`config.mk`:
```
export PLATFORM = sky130hd
export DESIGN_NAME = pipe_ctrl_flat
export DESIGN_NICKNAME = d
export VERILOG_FILES = /design/src/rtl/pipe_ctrl_if.sv /design/src/rtl/pipe_ctrl.sv /design/src/flat_wrapper.sv
export SDC_FILE = /design/constraint.sdc
export NUM_CORES = 1
export LEC_CHECK = 0
export CAP_MARGIN = 20
export CORE_ASPECT_RATIO = 1.2
export CORE_MARGIN = 3
export CORE_UTILIZATION = 52
export CTS_CLUSTER_SIZE = 14
export DETAILED_ROUTE_END_ITERATION = 7
export PLACE_DENSITY_LB_ADDON = 0.25
export SYNTH_ARGS = -nofsm -noshare
export SYNTH_HDL_FRONTEND = slang
export SYNTH_SLANG_ARGS = --single-unit
```
`constraint.sdc`:
```
create_clock -name Clk -period 5.7 [get_ports Clk]
set_input_delay 0.855 -clock Clk [delete_from_list [all_inputs] [get_ports Clk]]
set_output_delay 0.855 -clock Clk [all_outputs]
set_load 0.02 [all_outputs]
```
`src/rtl/pipe_ctrl_if.sv`:
```
// -----------------------------------------------------------------------------
// pipe_ctrl_if
//   Bundle of pipeline-control signals between the datapath stages and the
//   pipeline control unit (pipe_ctrl).
//
//   Parameters:
//     ADDR_W            width of the program counter and redirect target
//
//   Signals (stage -> controller):
//     JumpFlagIn        execute stage requests a redirect
//     JumpAddrIn        redirect target from execute stage
//     HaltIn            execute stage holds ebreak
//     LoadUseHoldIn     decode stage detects a load-use dependency
//     MemBusyIn         memory stage cannot complete this cycle
//     InstReadyIn       fetch returns the instruction for PcOut this cycle
//   Signals (controller -> stages):
//     PcOut             current fetch address (registered)
//     InstReqValidOut   fetch request valid for PcOut
//     StallIfIdOut      hold IF/ID register
//     FlushIfIdOut      load bubble into IF/ID
//     StallIdExOut      hold ID/EX register
//     FlushIdExOut      load bubble into ID/EX
//     StallExMemOut     hold EX/MEM register
//     HaltedOut         core halted (registered, sticky)
//     CtrlStateOut      controller FSM state, debug only
//
//   Modports:
//     master            pipeline stages (drive requests, consume controls)
//     slave             pipeline control unit
// -----------------------------------------------------------------------------
interface pipe_ctrl_if #(
    parameter int ADDR_W = 64
);
    logic              JumpFlagIn;
    logic [ADDR_W-1:0] JumpAddrIn;
    logic              HaltIn;
    logic              LoadUseHoldIn;
    logic              MemBusyIn;
    logic              InstReadyIn;

    logic [ADDR_W-1:0] PcOut;
    logic              InstReqValidOut;
    logic              StallIfIdOut;
    logic              FlushIfIdOut;
    logic              StallIdExOut;
    logic              FlushIdExOut;
    logic              StallExMemOut;
    logic              HaltedOut;
    logic [1:0]        CtrlStateOut;

    modport master (
        output JumpFlagIn,
        output JumpAddrIn,
        output HaltIn,
        output LoadUseHoldIn,
        output MemBusyIn,
        output InstReadyIn,
        input  PcOut,
        input  InstReqValidOut,
        input  StallIfIdOut,
        input  FlushIfIdOut,
        input  StallIdExOut,
        input  FlushIdExOut,
        input  StallExMemOut,
        input  HaltedOut,
        input  CtrlStateOut
    );

    modport slave (
        input  JumpFlagIn,
        input  JumpAddrIn,
        input  HaltIn,
        input  LoadUseHoldIn,
        input  MemBusyIn,
        input  InstReadyIn,
        output PcOut,
        output InstReqValidOut,
        output StallIfIdOut,
        output FlushIfIdOut,
        output StallIdExOut,
        output FlushIdExOut,
        output StallExMemOut,
        output HaltedOut,
        output CtrlStateOut
    );
endinterface : pipe_ctrl_if

```
`src/rtl/pipe_ctrl.sv`:
```
// -----------------------------------------------------------------------------
// pipe_ctrl
//   Pipeline control unit for the five-stage RV64I core. Owns the program
//   counter and the instruction-fetch request, arbitrates halt / memory-busy /
//   redirect / load-use / fetch-miss events and drives the per-stage stall and
//   flush controls of the IF/ID, ID/EX and EX/MEM pipeline registers.
//
//   Parameters:
//     RESET_PC   PC value loaded on reset
//     ADDR_W     width of PC and redirect target
//
//   Ports:
//     Clk        core clock, all state updates on rising edge
//     Rst        synchronous active-low reset
//     bus        pipe_ctrl_if.slave (requests in, PC / stall / flush out)
//
//   PcOut, the FSM state and HaltedOut are registered. Stall, flush and
//   InstReqValidOut are combinational from state and inputs so the stages see
//   them in the same cycle as the event that causes them.
// -----------------------------------------------------------------------------
module pipe_ctrl #(
    parameter logic [63:0] RESET_PC = 64'h0000000080000000,
    parameter int          ADDR_W   = 64
) (
    input  logic          Clk,
    input  logic          Rst,
    pipe_ctrl_if.slave    bus
);

    typedef enum logic [1:0] {
        ST_BOOT    = 2'd0,
        ST_RUN     = 2'd1,
        ST_DISCARD = 2'd2,
        ST_HALT    = 2'd3
    } state_t;

    localparam logic [ADDR_W-1:0] RESET_PC_W = RESET_PC[ADDR_W-1:0];
    localparam logic [ADDR_W-1:0] PC_STEP    = {{(ADDR_W-3){1'b0}}, 3'b100};

    // Force bit 0 of a redirect target low; bit 1 is deliberately left alone.
    function automatic logic [ADDR_W-1:0] align_pc(input logic [ADDR_W-1:0] addr);
        align_pc = addr & {{(ADDR_W-1){1'b1}}, 1'b0};
    endfunction

    state_t            state_r;
    state_t            state_nxt_s;
    logic [ADDR_W-1:0] pc_r;
    logic [ADDR_W-1:0] pc_nxt_s;
    logic              halted_r;

    logic              inst_req_s;
    logic              stall_if_id_s;
    logic              flush_if_id_s;
    logic              stall_id_ex_s;
    logic              flush_id_ex_s;
    logic              stall_ex_mem_s;

    // State, PC and halted flag registers with synchronous active-low reset.
    always_ff @(posedge Clk) begin
        if (!Rst) begin
            state_r  <= ST_BOOT;
            pc_r     <= RESET_PC_W;
            halted_r <= 1'b0;
        end else begin
            state_r  <= state_nxt_s;
            pc_r     <= pc_nxt_s;
            // Sticky: the only way out of HALT is reset.
            halted_r <= (state_nxt_s == ST_HALT);
        end
    end

    // Next-state, next-PC and per-stage control decode.
    always_comb begin
        state_nxt_s    = state_r;
        pc_nxt_s       = pc_r;
        inst_req_s     = 1'b0;
        stall_if_id_s  = 1'b0;
        flush_if_id_s  = 1'b0;
        stall_id_ex_s  = 1'b0;
        flush_id_ex_s  = 1'b0;
        stall_ex_mem_s = 1'b0;

        case (state_r)
            ST_BOOT: begin
                // Pipeline registers hold garbage after reset: bubble them.
                flush_if_id_s = 1'b1;
                flush_id_ex_s = 1'b1;
                state_nxt_s   = ST_RUN;
            end

            ST_RUN: begin
                inst_req_s = 1'b1;
                if (bus.HaltIn) begin
                    stall_if_id_s  = 1'b1;
                    stall_id_ex_s  = 1'b1;
                    stall_ex_mem_s = 1'b1;
                    state_nxt_s    = ST_HALT;
                end else if (bus.MemBusyIn) begin
                    // Execute is frozen and will re-present any jump, so a
                    // coincident JumpFlagIn is intentionally dropped here.
                    stall_if_id_s  = 1'b1;
                    stall_id_ex_s  = 1'b1;
                    stall_ex_mem_s = 1'b1;
                end else if (bus.JumpFlagIn) begin
                    // Kill the two younger instructions; load-use on the
                    // flushed instruction no longer matters.
                    flush_if_id_s = 1'b1;
                    flush_id_ex_s = 1'b1;
                    pc_nxt_s      = align_pc(bus.JumpAddrIn);
                    if (!bus.InstReadyIn) begin
                        // Fetch for the old PC is still outstanding; its
                        // response must be dropped when it arrives.
                        state_nxt_s = ST_DISCARD;
                    end else begin
                        state_nxt_s = ST_RUN;
                    end
                end else if (bus.LoadUseHoldIn) begin
                    stall_if_id_s = 1'b1;
                    flush_id_ex_s = 1'b1;
                end else if (!bus.InstReadyIn) begin
                    flush_if_id_s = 1'b1;
                end else begin
                    pc_nxt_s = pc_r + PC_STEP;
                end
            end

            ST_DISCARD: begin
                // No new fetch while the stale response is outstanding; PC
                // already holds the redirect target. JumpFlagIn is ignored
                // because execute holds a flushed bubble.
                flush_if_id_s = 1'b1;
                if (bus.MemBusyIn) begin
                    stall_id_ex_s  = 1'b1;
                    stall_ex_mem_s = 1'b1;
                end else begin
                    stall_id_ex_s  = 1'b0;
                    stall_ex_mem_s = 1'b0;
                end
                if (bus.HaltIn) begin
                    state_nxt_s = ST_HALT;
                end else if (bus.InstReadyIn) begin
                    state_nxt_s = ST_RUN;
                end else begin
                    state_nxt_s = ST_DISCARD;
                end
            end

            ST_HALT: begin
                stall_if_id_s  = 1'b1;
                stall_id_ex_s  = 1'b1;
                stall_ex_mem_s = 1'b1;
                state_nxt_s    = ST_HALT;
            end

            default: begin
                // Unreachable encoding: recover through BOOT with bubbles.
                flush_if_id_s = 1'b1;
                flush_id_ex_s = 1'b1;
                state_nxt_s   = ST_BOOT;
            end
        endcase
    end

    assign bus.PcOut           = pc_r;
    assign bus.HaltedOut       = halted_r;
    assign bus.CtrlStateOut    = state_r;
    assign bus.InstReqValidOut = inst_req_s;
    assign bus.StallIfIdOut    = stall_if_id_s;
    assign bus.FlushIfIdOut    = flush_if_id_s;
    assign bus.StallIdExOut    = stall_id_ex_s;
    assign bus.FlushIdExOut    = flush_id_ex_s;
    assign bus.StallExMemOut   = stall_ex_mem_s;

endmodule : pipe_ctrl

```
`src/flat_wrapper.sv`:
```
// flat-port wrapper written by rule: the top's interface ports become plain ports
module pipe_ctrl_flat 
#(
    parameter logic [63:0] RESET_PC = 64'h0000000080000000,
    parameter int          ADDR_W   = 64
)
  (Clk, Rst, bus_JumpFlagIn, bus_JumpAddrIn, bus_HaltIn, bus_LoadUseHoldIn, bus_MemBusyIn, bus_InstReadyIn, bus_PcOut, bus_InstReqValidOut, bus_StallIfIdOut, bus_FlushIfIdOut, bus_StallIdExOut, bus_FlushIdExOut, bus_StallExMemOut, bus_HaltedOut, bus_CtrlStateOut);
  pipe_ctrl_if #(.ADDR_W(ADDR_W)) bus_i ();
  input  logic Clk;
  input  logic Rst;
  input wire logic [$bits(bus_i.JumpFlagIn)-1:0] bus_JumpFlagIn;
  input wire logic [$bits(bus_i.JumpAddrIn)-1:0] bus_JumpAddrIn;
  input wire logic [$bits(bus_i.HaltIn)-1:0] bus_HaltIn;
  input wire logic [$bits(bus_i.LoadUseHoldIn)-1:0] bus_LoadUseHoldIn;
  input wire logic [$bits(bus_i.MemBusyIn)-1:0] bus_MemBusyIn;
  input wire logic [$bits(bus_i.InstReadyIn)-1:0] bus_InstReadyIn;
  output wire logic [$bits(bus_i.PcOut)-1:0] bus_PcOut;
  output wire logic [$bits(bus_i.InstReqValidOut)-1:0] bus_InstReqValidOut;
  output wire logic [$bits(bus_i.StallIfIdOut)-1:0] bus_StallIfIdOut;
  output wire logic [$bits(bus_i.FlushIfIdOut)-1:0] bus_FlushIfIdOut;
  output wire logic [$bits(bus_i.StallIdExOut)-1:0] bus_StallIdExOut;
  output wire logic [$bits(bus_i.FlushIdExOut)-1:0] bus_FlushIdExOut;
  output wire logic [$bits(bus_i.StallExMemOut)-1:0] bus_StallExMemOut;
  output wire logic [$bits(bus_i.HaltedOut)-1:0] bus_HaltedOut;
  output wire logic [$bits(bus_i.CtrlStateOut)-1:0] bus_CtrlStateOut;
  assign bus_i.JumpFlagIn = bus_JumpFlagIn;
  assign bus_i.JumpAddrIn = bus_JumpAddrIn;
  assign bus_i.HaltIn = bus_HaltIn;
  assign bus_i.LoadUseHoldIn = bus_LoadUseHoldIn;
  assign bus_i.MemBusyIn = bus_MemBusyIn;
  assign bus_i.InstReadyIn = bus_InstReadyIn;
  assign bus_PcOut = bus_i.PcOut;
  assign bus_InstReqValidOut = bus_i.InstReqValidOut;
  assign bus_StallIfIdOut = bus_i.StallIfIdOut;
  assign bus_FlushIfIdOut = bus_i.FlushIfIdOut;
  assign bus_StallIdExOut = bus_i.StallIdExOut;
  assign bus_FlushIdExOut = bus_i.FlushIdExOut;
  assign bus_StallExMemOut = bus_i.StallExMemOut;
  assign bus_HaltedOut = bus_i.HaltedOut;
  assign bus_CtrlStateOut = bus_i.CtrlStateOut;
  pipe_ctrl #(.RESET_PC(RESET_PC), .ADDR_W(ADDR_W)) u_core (.Clk(Clk), .Rst(Rst), .bus(bus_i));
endmodule
```
* Yosys cells after proc, flatten, opt, wreduce, memory -nomap -nowiden *
Index checks and enable logic that the tools add are counted.
Widths: inputs -> output; s select.

storage, ports and cells
  register bits after elaboration = 67
  bits in latches = 0
  bits in writable memories = 0
  memory bits (read-only) = 0
  input bits = 71
  output and inout port bits = 73
  word-level logic and storage cells = 43
  memories kept = 0

operators by class
  $add $sub $neg = 1
  multipliers = 0
  divide/modulo/power cells = 0
  order comparisons = 0
  equality and inequality tests = 5
  shift-type cells = 0
  mux-type cells = 28
  bitwise logic cells = 2
  reduce and logical (&&, ||, !) cells = 4

operators with widths
  cell                   number
  $mux 64                3
  $add 64x3->64 const B  1
  $mux 1                 15
  $mux 2                 5
  $pmux 2 s4             1
  $eq 2x2->1 const B     3
  $pmux 1 s2             3
  $reduce_and 5->1       1
  $pmux 1 s3             1
  $eq 2x1->1 const B     1
  $logic_not 2->1        1
  $ne 2x2->1 const B     1
  $not 1->1              2
  $reduce_bool 2->1      1
  $reduce_or 2->1        1

* Logic depth before layout (Yosys ltp) *
  word-level depth = 6
  gate-level depth with buffers = 9

* Worst setup path before layout *
No wires, ideal clock.

  kind = input port to output port
  from = in bus_JumpFlagIn
  to = out bus_FlushIfIdOut
  arrival = 2.145 ns
  required time = 4.845 ns
  path slack = 2.700 ns
  cell stages on the path = 6
  cell sequence = inv_1 -> clkbuf_1 -> clkbuf_1 -> nand2_1 -> a21oi_1 -> a31oi_1

on the way
  word-level cells in the longest chain between the ends = 4

RTL lines
  element             RTL line            text
  start: declaration  flat_wrapper.sv:11  input wire logic [$bits(bus_i.JumpFlagIn)-1:0] bus_JumpFlagIn;
  $mux 1              pipe_ctrl.sv:104    end else if (bus.JumpFlagIn) begin
  $mux 1              pipe_ctrl.sv:98     end else if (bus.MemBusyIn) begin
  $mux 1              pipe_ctrl.sv:93     if (bus.HaltIn) begin
  $pmux 1 s2          pipe_ctrl.sv:83     case (state_r)
  end: declaration    flat_wrapper.sv:20  output wire logic [$bits(bus_i.FlushIfIdOut)-1:0] bus_FlushIfIdOut;

Every way passes these cells.

* Worst setup path after layout *
  from = in bus_HaltIn
  to = out bus_FlushIfIdOut

on the way
  word-level cells in the longest chain between the ends = 2

RTL lines
  element             RTL line            text
  start: declaration  flat_wrapper.sv:13  input wire logic [$bits(bus_i.HaltIn)-1:0] bus_HaltIn;
  $mux 1              pipe_ctrl.sv:93
  $pmux 1 s2          pipe_ctrl.sv:83

Every way passes these cells.

==> summary.txt <==
Run status
  • Status: finished, final reports clean

Timing
  • Setup Skew: approximately 0.0086 ns
  • Tcrit/Tclk final: 62.17%
  • Worst slew margin: a little under a third
  • Max frequency: ~0.28 GHz
  • Worst Tran Pin Value: approximately 1.0 ns
  • Max Slew Vio Count: 0
  • Setup tns final: 0 ns
  • Hold Fails Final Rpt: 0
  • Final setup violation count: 0
  • Min Clock Period, post-route: 3.544 ns
  • RSZ-0062 raised after global routing: false

Clock network
  • Total CTS buffers: 9
  • Clock sink total: 66
  • CTS max path bufs: 2
  • Post-CTS Repair Setup Buffers: 0
  • CTS root buf: clkbuf_8
  • Post-CTS Hold Fix Bufs: 0
  • Clock latency at the later pin of the worst-skew pair: 0.36 ns
  • PostCTS Resize Cnt: 0
  • H-Tree Depth: 3
  • Clock-pin slew on the worst setup and hold paths: 0.08 ns
  • CTS tree: done

Global route
  • Initial antenna violation count: 0
  • Tot GR Track Use: 33.41%
  • Met3 GRT Util: 5.743%
  • First-pass GRT wire length: around 29 mm
  • Largest net degree at the start of global routing: 102
  • GR Overflow Total: 0
  • Vias in the first global route: 5694
  • Busiest grt layer: met2
  • GRT met2 Usage: ~55%
  • Met1 GRT Util: ~41%

Power and ir drop
  • VDD IR max: 0.0001337 V
  • Leakage power: 2.119 nW
  • Pwr Total: 1.238 mW
  • Pwr Density: 191.9 nW/um^2

Setup path
  • Maximum fanout along the worst path: 4
  • CP arrival: 2.69 ns
  • R2r worst-path depth: 6
  • Worst EP required: 4.85 ns
  • Worst Setup End Kind: output pin
  • Critical path's largest stage delay: 0.64 ns
  • WP depth: 5
  • CP startpoint kind: input pin
  • Cells along the critical path: clkdlybuf4s50_1 -> nor3_1 -> a21oi_1 -> a31oi_1 -> clkdlybuf4s50_1
  • Count of buffer and inverter cells on the critical path: 2
  • CP top delay family: buffers and inverters
  • Slowest cell on crit path: clkdlybuf4s50_1
  • Crit-path most repeated cell: clkdlybuf4s50_1
  • CP Class: input pin to output pin

Drt
  • Initial drt markers: between 600 and 700
  • First-pass DRT Iterations: 7
  • Drt via density: 6.829
  • Residual DRC: 0
  • Routed len/inst: between 20 and 25 microns
  • Antenna violation net count after detailed routing: 0
  • Final wirelength: 18.07 mm
  • Via count: roughly 6.1k

Layout
  • Fillers: 733
  • ANT cells: 0
  • Area grow syn2layout: 33.67%
  • Share of cells above drive strength 1: 5.570%
  • Nets: roughly 840

Placed design
  • Detailed Place HPWL: 12.11 mm
  • Routability cong.: between 0.9 and 1
  • # port buffers: 141

Logic synthesis
  • Top post-synthesis cells by area: dfxtp_1, nand2_1, nand3_1, nand4_1, a21oi_1
  • Top cell type by total area after synthesis: dfxtp_1
  • Post-synth ARST share: 0%
  • Synth top area share: between 20% and 30%
  • Warning count from the yosys run: 0
  • Synth cell types: 69
  • Post-synth net total: 735
  • Post-Synthesis Cell Area: ~4800 sq um
  • Ys flop type: dfxtp_1
  • Seq cells post-synth: 66
  • Syn Area/Cell: 7.281 sq um
  • Synth Instances: ~660
  • Post-synth EDFFs: 0
  • Sequential share of the synthesized area: 27.37%

Floorplanning
  • Core ar.: 8796 sq um
  • Io pins: 144
  • Starting density of the core: 54.88%
  • Die height: 111.5 microns
  • Die Wd: 93.96 microns
  • Row count: 37
  • Die area: about 10000 sq um

Min path
  • Worst Hold Class: flop to flop
  • Hold Crit Depth: 2

Job
  • Max-cap violation count: 0
## state kept, by name, indices dropped and copies added (netlist names)
signal                   count
u_core.bus.PcOut            63
u_core.bus.CtrlStateOut      2
u_core.bus.HaltedOut         1
## cells in the mapped netlist (all sizes together), types with 4 or more instances
cell     instances
a22o             4
mux2i           10
nand2           86
o21ai           26
or3             16
nor2            46
a21o             5
nor2b            4
nor3            25
a22oi            8
o211a            4
a211oi           8
dfxtp           66
o21a             6
o2111ai          6
o211ai           8
and3            20
o31a             9
a21oi           33
inv             12
nand2b           4
nor4            18
o22ai            5
o311a            4
o31ai            7
clkbuf          37
buf             18
and4             6
a31oi           20
nand3           48
or4             14
nand4           37
and2             4
## where the power goes
| group | leakage (nW) | switching, mW | internal, mW |
|---|---|---|---|
| sequential | 0.535 | 0.0312 | 0.478 |
| clock | 0.117 | 0.206 | 0.292 |
| combinational | 1.47 | 0.118 | 0.113 |
| total | 2.12 | 0.355 | 0.883 |
## metrics by stage
stage	hold slack (ns)	std cells	setup WS, ns	util [%]	cell area, sq um
global route	0.5147	889	2.042	73.36	6452
finish	0.4753	889	2.156	73.36	6452
detailed placement	0.4673	873	2.078	70.60	6210
CTS	0.4786	889	2.158	73.36	6452
floorplan	0.5345	663	2.700	-	4827
global placement	0.4476	873	2.143	70.60	6210
## tightest hold or removal path: stages (launching register included)
cell and delay [ns]:
dfxtp_1 0.32, nand2_1 0.05, a21oi_1 0.06
## placed cells by master, fill, tap and decap left out, types with 9 or more instances in the layout
cell / Yosys / layout
a21oi_1: 33 / 32
a31oi_1: 20 / 20
and3_1: 20 / 20
clkbuf_8: 0 / 9
clkdlybuf4s50_1: 0 / 140
dfxtp_1: 66 / 66
inv_1: 12 / 12
mux2i_1: 10 / 10
nand2_1: 86 / 86
nand3_1: 47 / 47
nand4_1: 34 / 34
nor2_1: 44 / 44
nor3_1: 24 / 24
nor4_1: 14 / 14
o21ai_0: 26 / 26
o31a_1: 9 / 9
or3_1: 15 / 15
or4_1: 14 / 14
## logic make-up after synthesis
logic type / synth area share (%)
fa+ha+maj: 0.4665
compound gates: 25.87
other cells: 0.07769
buf+inv: 5.806
mux: 2.773
flops: 27.37
simple gates: 37.64
## path summary, 6_finish.rpt
path                            start                    to  slack, ns
setup / recovery           bus_HaltIn      bus_FlushIfIdOut       2.16
hold / removal    u_core.bus.PcOut[1]   u_core.bus.PcOut[1]       0.48
setup reg to reg  u_core.bus.PcOut[2]  u_core.bus.PcOut[42]       2.52
hold reg to reg   u_core.bus.PcOut[1]   u_core.bus.PcOut[1]       0.48
## routing by layer
metal / vias up / wire length [microns]
li1: 2766 / -
met1: 2815 / 6719
met2: 428 / 8799
met3: 62 / 1811
met4: 0 / 735
met5: - / 0
## final cells by class
class	instances	area [sq um]	area share (%)
inverter	12	45.04	0.6981
multi-input combinational	530	3238	50.18
sequential	66	1321	20.48
clock buffer	10	127.6	1.978
clock inverter	6	115.1	1.784
tap	117	146.4	2.269
timing repair buffer	148	1459	22.61
Power figures use the tool's default switching activity.
